## config.mk

```make
export PLATFORM = sky130hd
export DESIGN_NAME = reaction_timer_datapath
export DESIGN_NICKNAME = d
export VERILOG_FILES = /design/src/rtl/reaction_timer_datapath.sv
export SDC_FILE = /design/constraint.sdc
export NUM_CORES = 1
export LEC_CHECK = 0
export CELL_PAD_IN_SITES_DETAIL_PLACEMENT = 0
export CELL_PAD_IN_SITES_GLOBAL_PLACEMENT = 1
export CORE_AREA = 2 2 119 133
export CTS_BUF_LIST = sky130_fd_sc_hd__clkbuf_4 sky130_fd_sc_hd__clkbuf_8 sky130_fd_sc_hd__clkbuf_16
export DETAILED_ROUTE_END_ITERATION = 10
export DIE_AREA = 0 0 121 135
export HOLD_SLACK_MARGIN = 0.03
export PLACE_DENSITY = 0.77
export SLEW_MARGIN = 20
export SYNTH_ARGS = -nofsm -noshare
export SYNTH_HDL_FRONTEND = slang
export SYNTH_SLANG_ARGS = --single-unit
```

## constraint.sdc

```tcl
create_clock -name clk -period 2 [get_ports clk]
set_input_delay 0.5 -clock clk [delete_from_list [all_inputs] [get_ports clk]]
set_output_delay 0.5 -clock clk [all_outputs]
set_load 0.02 [all_outputs]
```

## src/rtl/reaction_timer_datapath.sv

```systemverilog
// Purpose: timing datapath for the reaction-timer FSM (random wait, fixed wait, ms reaction count, result latch).
// Latency: all outputs are registered; waits expire exactly len_ms*CYCLES_PER_MS cycles after the start rise.
// Backpressure: none; commands are levels and status outputs are levels held while the command stays high.
module reaction_timer_datapath #(
   parameter int          CYCLES_PER_MS = 100000,
   parameter int          RWAIT_MIN_MS  = 2000,
   parameter int          RAND_MASK     = 4095,
   parameter int          WAIT5_MS      = 5000,
   parameter int          TIME_LIMIT_MS = 9999,
   parameter logic [15:0] LFSR_SEED     = 16'hACE1
) (
   input  logic        clk,
   input  logic        RESET,
   input  logic        start_rwait,
   input  logic        start_wait5,
   input  logic        time_clr,
   input  logic        time_en,
   input  logic        rs_en,
   output logic        rwait_done,
   output logic        wait5_done,
   output logic        time_late,
   output logic [13:0] react_ms,
   output logic [13:0] result_ms,
   output logic        result_valid,
   output logic [13:0] rwait_len_ms
);

   localparam int          PW       = (CYCLES_PER_MS > 2) ? $clog2(CYCLES_PER_MS) : 1;
   localparam logic [PW-1:0] PTERM  = PW'(CYCLES_PER_MS - 1);
   localparam logic [13:0] RMIN     = 14'(RWAIT_MIN_MS);
   localparam logic [13:0] RMASK    = 14'(RAND_MASK);
   localparam logic [13:0] W5LEN    = 14'(WAIT5_MS);
   localparam logic [13:0] LIMIT    = 14'(TIME_LIMIT_MS);
   localparam logic [15:0] TAPS     = 16'hB400;

   // Parameter ranges that would overflow the 14-bit ms arithmetic are rejected at elaboration.
   if (RWAIT_MIN_MS + RAND_MASK > 16383) begin : g_bad_rwait
      $error("RWAIT_MIN_MS + RAND_MASK exceeds 14-bit range");
   end
   if (TIME_LIMIT_MS > 16383 || WAIT5_MS > 16383) begin : g_bad_limit
      $error("TIME_LIMIT_MS or WAIT5_MS exceeds 14-bit range");
   end
   if (CYCLES_PER_MS < 2) begin : g_bad_cpm
      $error("CYCLES_PER_MS must be at least 2");
   end
   if (LFSR_SEED == 16'h0000) begin : g_bad_seed
      $error("LFSR_SEED must be nonzero");
   end

   logic [15:0]   lfsr;
   logic          rwait_q, wait5_q, rs_q;
   logic [PW-1:0] wpresc, rpresc;
   logic [13:0]   rwait_cnt, wait5_cnt;
   logic          rwait_arm, wait5_arm;

   logic        rwait_rise, wait5_rise, rs_rise, wtick, rtick;
   logic [13:0] rwait_load;

   assign rwait_rise = start_rwait & ~rwait_q;
   assign wait5_rise = start_wait5 & ~wait5_q;
   assign rs_rise    = rs_en & ~rs_q;
   assign wtick      = (wpresc == PTERM);
   assign rtick      = (rpresc == PTERM);
   // Random delay is sampled from the LFSR value present in the rise cycle.
   assign rwait_load = RMIN + (lfsr[13:0] & RMASK);

   // Free-running Galois LFSR and the rise-detect copies of the level commands.
   always_ff @(posedge clk) begin
      if (RESET) begin
         lfsr    <= LFSR_SEED;
         rwait_q <= 1'b0;
         wait5_q <= 1'b0;
         rs_q    <= 1'b0;
      end else begin
         lfsr    <= {1'b0, lfsr[15:1]} ^ (lfsr[0] ? TAPS : 16'h0000);
         rwait_q <= start_rwait;
         wait5_q <= start_wait5;
         rs_q    <= rs_en;
      end
   end

   // Shared wait prescaler; realigned on either start rise so expiry is cycle-exact.
   always_ff @(posedge clk) begin
      if (RESET || rwait_rise || wait5_rise || wtick) begin
         wpresc <= '0;
      end else begin
         wpresc <= wpresc + 1'b1;
      end
   end

   // Random wait: load on rise, count down on ms ticks, hold done until start_rwait drops.
   always_ff @(posedge clk) begin
      if (RESET) begin
         rwait_cnt    <= '0;
         rwait_arm    <= 1'b0;
         rwait_done   <= 1'b0;
         rwait_len_ms <= '0;
      end else if (!start_rwait) begin
         rwait_arm  <= 1'b0;
         rwait_done <= 1'b0;
      end else if (rwait_rise) begin
         rwait_len_ms <= rwait_load;
         rwait_cnt    <= rwait_load;
         rwait_arm    <= 1'b1;
         rwait_done   <= 1'b0;
      end else if (rwait_arm && wtick) begin
         if (rwait_cnt <= 14'd1) begin
            rwait_cnt  <= '0;
            rwait_arm  <= 1'b0;
            rwait_done <= 1'b1;
         end else begin
            rwait_cnt <= rwait_cnt - 14'd1;
         end
      end
   end

   // Fixed wait: same mechanism as the random wait with a constant length.
   always_ff @(posedge clk) begin
      if (RESET) begin
         wait5_cnt  <= '0;
         wait5_arm  <= 1'b0;
         wait5_done <= 1'b0;
      end else if (!start_wait5) begin
         wait5_arm  <= 1'b0;
         wait5_done <= 1'b0;
      end else if (wait5_rise) begin
         wait5_cnt  <= W5LEN;
         wait5_arm  <= 1'b1;
         wait5_done <= 1'b0;
      end else if (wait5_arm && wtick) begin
         if (wait5_cnt <= 14'd1) begin
            wait5_cnt  <= '0;
            wait5_arm  <= 1'b0;
            wait5_done <= 1'b1;
         end else begin
            wait5_cnt <= wait5_cnt - 14'd1;
         end
      end
   end

   // Reaction counter with its own prescaler; clear wins over enable, count saturates at the limit.
   always_ff @(posedge clk) begin
      if (RESET || time_clr) begin
         rpresc    <= '0;
         react_ms  <= '0;
         time_late <= 1'b0;
      end else begin
         time_late <= (react_ms >= LIMIT);
         if (time_en) begin
            if (rtick) begin
               rpresc <= '0;
               if (react_ms < LIMIT) begin
                  react_ms <= react_ms + 14'd1;
               end
            end else begin
               rpresc <= rpresc + 1'b1;
            end
         end
      end
   end

   // Result latch: capture on rs_en rise, valid follows rs_en level.
   always_ff @(posedge clk) begin
      if (RESET) begin
         result_ms    <= '0;
         result_valid <= 1'b0;
      end else begin
         result_valid <= rs_en;
         if (rs_rise) begin
            result_ms <= react_ms;
         end
      end
   end

endmodule

```

# [After elaboration in Yosys (flattened, before gate mapping)]
# Index checks and enable logic that the tools add are counted.
[word_totals] reg_bits=128 inputBits=7 output_inout_bits=46 word_cells=73
[classes] n_addsub=6 n_lt_le_gt_ge=4 eq_ne=2 muxes=14 n_bitwise=9 n_reduce_logical=22
[ops] cell="two-way mux 14 bit" count=6
[ops] cell="adder 17 x 1 -> 17 bit, second input constant" count=2
[ops] cell="equality test 17 bit, second input constant" count=2
[ops] cell="less-or-equal comparator 14 x 1 -> 1 bit, second input constant" count=2
[ops] cell="subtractor 14 x 1 -> 14 bit, second input constant" count=2
[ops] cell="two-way mux 17 bit" count=1
[ops] cell="two-way mux 16 bit" count=1
[ops] cell="XOR 15 x 16 -> 16 bit" count=1
[ops] cell="adder 14 x 1 -> 14 bit, second input constant" count=1
[ops] cell="greater-or-equal comparator 14 bit, second input constant" count=1
[ops] cell="< comparator 14 bit, second input constant" count=1
[ops] cell="AND reduction 2 bit" count=7
[ops] cell="adder 11 x 12 -> 13 bit, first input constant" count=1
[ops] cell="nonzero test 2 bit" count=4
[ops] cell="two-way mux 1 bit" count=6
[ops] cell="OR reduction 3 bit" count=2
[ops] cell="inverter 1 bit" count=5
[ops] cell="logical OR 1 bit" count=4
[ops] cell="OR reduction 2 bit" count=2
[ops] cell="AND 1 bit" count=3
[ops] cell="AND reduction 3 bit" count=1
[ops] cell="logical AND 1 bit" count=2

# [Logic depth before layout (Yosys ltp)]
[logic_depth] depth_word=5 depth_mapped=8 depth_no_buf=7

# [Worst setup path before layout]
# OpenSTA, ideal clock, no wires.
[synth_timing] kind="register to register" from="register react_ms[0]" to="register react_ms[12]" setup_ps=70 arrival_ps=1906 required_ps=1930 slack_ps=23 stages_incl_launch_ff=8 n_path_buf=1 synth_period_minus_slack_ps=1977 cell_sequence="dfxtp_1 ha_1 nand3_1 a21oi_1 o31a_1 clkbuf_1 or4_1 a21oi_1"
[synth_via] elab_chain_cells=2 word_cells_on_any_way=3 classes_between="1 x add/sub; 1 x order compare; 1 x reduce/logical"
[synth_rtl] element="start: declaration" line_no="22" source="output logic [13:0] react_ms,"
[synth_rtl] element="start signal: assignment" line_no="153" source="react_ms <= react_ms + 14'd1;"
[synth_rtl] element="< comparator 14 bit" line_no="152" source="if (react_ms < LIMIT) begin"
[synth_rtl] element="AND reduction 3 bit (no source line)"
# Parallel ways exist; a longest one is shown, timed or not.
# A chain may end at the register's enable or synchronous reset.

# [Final worst setup path]
[layout_timing] from="register wait5_cnt[2]" to="register wait5_cnt[12]"
[layout_via] elab_chain_cells=4 word_cells_on_any_way=5 classes_between="1 x add/sub; 1 x order compare; 3 x mux"
[layout_rtl] element="start: declaration" line_no="53" source="logic [13:0] rwait_cnt, wait5_cnt;"
[layout_rtl] element="start signal: assignment" line_no="136" source="wait5_cnt <= wait5_cnt - 14'd1;"
[layout_rtl] element="subtractor 14 x 1 -> 14 bit or less-or-equal comparator 14 x 1 -> 1 bit (tied branches)" line_no="136, 131"
[layout_rtl] element="two-way mux 14 bit (*)" line_no="131" source="if (wait5_cnt <= 14'd1) begin"
[layout_rtl] element="two-way mux 14 bit (*)" line_no="130" source="end else if (wait5_arm && wtick) begin"
[layout_rtl] element="two-way mux 14 bit (*)" line_no="126" source="end else if (wait5_rise) begin"
# Mark *: on every way between the ends. The rest lies on a longest branch, timed or not. The select of a mux whose other input is x is not followed.

==> metrics.yaml <==
status: "completed"
path_class: "flip-flop to flip-flop"
initial_utilization_pct: 38.8
antenna_found_initial: 0
post-route-min-period_ps: 1970
synth.distinct_cells: 70
rows: 47
area_growth_pct: 36.7
clockBufferDepth: 2
via_count: 5468
hold_viol: 0
grt_pass1_wl_um: 24800
synth_cells: 680
cp-end-kind: "flip-flop"
grt_use_met3_pct: 4.14
power_frac_seq_pct: 39.8
n_antenna_cell: 0
seq_area_frac_synth_pct: 44.1
htree_levels: 4
numCtsBuffers: 17
core_um2: 14900
setup_viol: 0
synth_edf_count: 0
grtUsageMet1_pct: 23.6
clkPwrFrac_pct: 44.4
top_usage_layer: "met2"
wirelength_um: 15000
clk_pin_slew_worst_paths_ps: 60
num_io_pins: 53
place.port_buffers: 51
async_reset_ff_share_pct: 0
syn-num-nets: 695
synth_area_um2: 5770
grt_use_met2_pct: 31.7
final_core_util_pct: 53.0
critPathArrivalTime_ps: 2280
die_area_um2: 16300
required_ps: 2310
fmax_ghz: 0.507
power_switching_mw: 1.71
final_antenna_net_count: 0
whs_ps: 408
final_common_cell: "dfxtp_1"
rsz0062_at_grt: "yes"
skew_ps: 8.80
leakage_nw: 2.96
cts_tree: "built"
drt_iter0_drc: 404
ys_seq_elements: 127
fin_area_um2: 7880
grt_usage_pct: 18.9
cts-root-buf: "clkbuf_16"
grt_max_degree: 39
internal_power_mw: 5.15
num-fill-cells: 1366
die_h_um: 135
finalCritPeriodShare_pct: 98.7
reg2reg_slack_ps: 30
final_layout_size_suffix_gt1_share_pct: 20.8
slew_violations: 0
synth_warnings: 0
grt-ovfl-total: 0
place_area_um2: 7120
powerDensity_nw_per_um2: 870
route.detailed.drc: 0
dr.pass1.iters: 6
finalWeightedCongestion: 0.849
start_kind: "flip-flop"
wl_per_cell_um: 14.7
postSynthAreaPerCell_um2: 8.48
final_cell_mix: "dfxtp_1 (124), nand2_1 (92), buf_4 (86)"
avgViaCountPerCell: 5.36
clk_latency_ps: 420
clock-sinks: 127
max_cap_violations: 0
hold_buffers: 0
dp_hpwl_um: 10700
crit_fanout: 4
fin_setup_tns_ps: 0
layout.nets: 828
grt_pass1_vias: 5290
die_x_um: 121
maxSlewHeadroom_pct: 60.2
ir_worst_vdd_uv: 544
combPwrFrac_pct: 15.8
min_path_type: "flip-flop to flip-flop"
swShare_pct: 24.9
worstMarginPinSlew_ps: 597
synth_flop_cell: "dfxtp_1"
[worst max-delay path, stage by stage (launching register included)]
cell and delay [ps]:
dfxtp_2 320, or4_4 560, buf_6 150, nor4_4 230, buf_4 170, nand3_1 70, and2_1 150, o221a_1 220
[logic make-up after synthesis]
| kind of cell | share of synthesized area, % |
|---|---|
| flip-flops | 44.1 |
| other | 0.0650 |
| multiplexers | 0.347 |
| buffers and inverters | 2.95 |
| AO/OA/AOI/OAI | 16.4 |
| adder cells (fa/ha/maj) | 1.74 |
| XOR/XNOR | 6.07 |
| AND/OR/NAND/NOR | 28.4 |
[path summary, 6_finish.rpt]
check               startpoint       endpoint  cells past startpoint
setup / recovery  wait5_cnt[2]  wait5_cnt[12]                      7
hold / removal        lfsr[12]       lfsr[11]                      1
setup reg to reg  wait5_cnt[2]  wait5_cnt[12]                      7
hold reg to reg       lfsr[12]       lfsr[11]                      1
[metrics by stage]
stage,worst slack [ps],total power [mW],cells
floorplan,23.3,3.34,680
global placement,-362,3.76,987
detailed placement,-405,3.77,987
CTS,1.77,6.83,1018
global route,-59.5,7.16,1021
finish,25.8,6.86,1021
[state kept, by name, summed over array words and instances (netlist names)]
signal / flops
rwait_cnt: 14
wait5_q: 1
rpresc: 17
wpresc: 17
rwait_done: 1
wait5_cnt: 14
time_late: 1
rwait_q: 1
wait5_done: 1
result_ms: 14
lfsr: 16
wait5_arm: 1
react_ms: 14
rwait_arm: 1
result_valid: 1
rwait_len_ms: 13
[layout make-up]
| class | instances | area, µm² | share of cell area [%] |
|---|---|---|---|
| repair buffers | 143 | 1250 | 15.8 |
| clock buffers | 25 | 504 | 6.40 |
| multi-input cells | 511 | 3210 | 40.7 |
| well taps | 196 | 245 | 3.11 |
| clock inverters | 6 | 82.6 | 1.05 |
| flip-flops and latches | 127 | 2550 | 32.3 |
| inverters | 13 | 48.8 | 0.619 |
[timing repair]
item                       4_1_cts  5_1_grt
setup buffers                    0        3
pin swaps                        0       15
gates resized for setup         14       39
setup endpoints to repair       14       45
[cell usage after synthesis (3+ instances only)]
master,n,share of area (%)
clkbuf_1,20,1.3
or4_1,8,1.0
nand2b_1,5,0.54
nor3b_1,3,0.39
o31ai_1,8,1.0
nor4_2,3,0.65
nand4_1,16,1.7
and3_1,11,1.2
nand4bb_1,3,0.59
a31oi_1,5,0.54
or3_1,11,1.2
nor2b_1,16,1.7
nor4_1,6,0.65
a21boi_0,4,0.52
dfxtp_1,127,44
inv_1,12,0.78
nor2_1,70,4.6
nand3_1,21,1.8
ha_1,8,1.7
xor2_1,13,2.0
o21ai_0,18,1.6
nor3_1,17,1.5
and2_1,10,1.1
nand2_1,93,6.1
o32ai_1,10,1.5
buf_1,6,0.39
or2_2,9,0.98
a211oi_1,9,1.2
a21oi_1,57,4.9
and4_1,4,0.61
xnor2_1,27,4.1
[power groups by stage]
stage | Combinational, mW | Sequential [mW] | Clock [mW]
2_1_floorplan | 0.570 | 2.77 | 0
3_3_place_gp | 0.995 | 2.77 | 0
3_5_place_dp | 1.01 | 2.77 | 0
4_1_cts | 1.02 | 2.72 | 3.10
5_1_grt | 1.18 | 2.74 | 3.24
6_report | 1.09 | 2.73 | 3.04
[routing by layer]
| metal | vias to the layer above | share of wire [%] |
|---|---|---|
| met1 | 2604 | 45 |
| li1 | 2698 | - |
| met4 | 0 | 1.7 |
| met5 | - | 0 |
| met3 | 25 | 4.4 |
| met2 | 141 | 49 |
(Power assumes the default switching activity.)
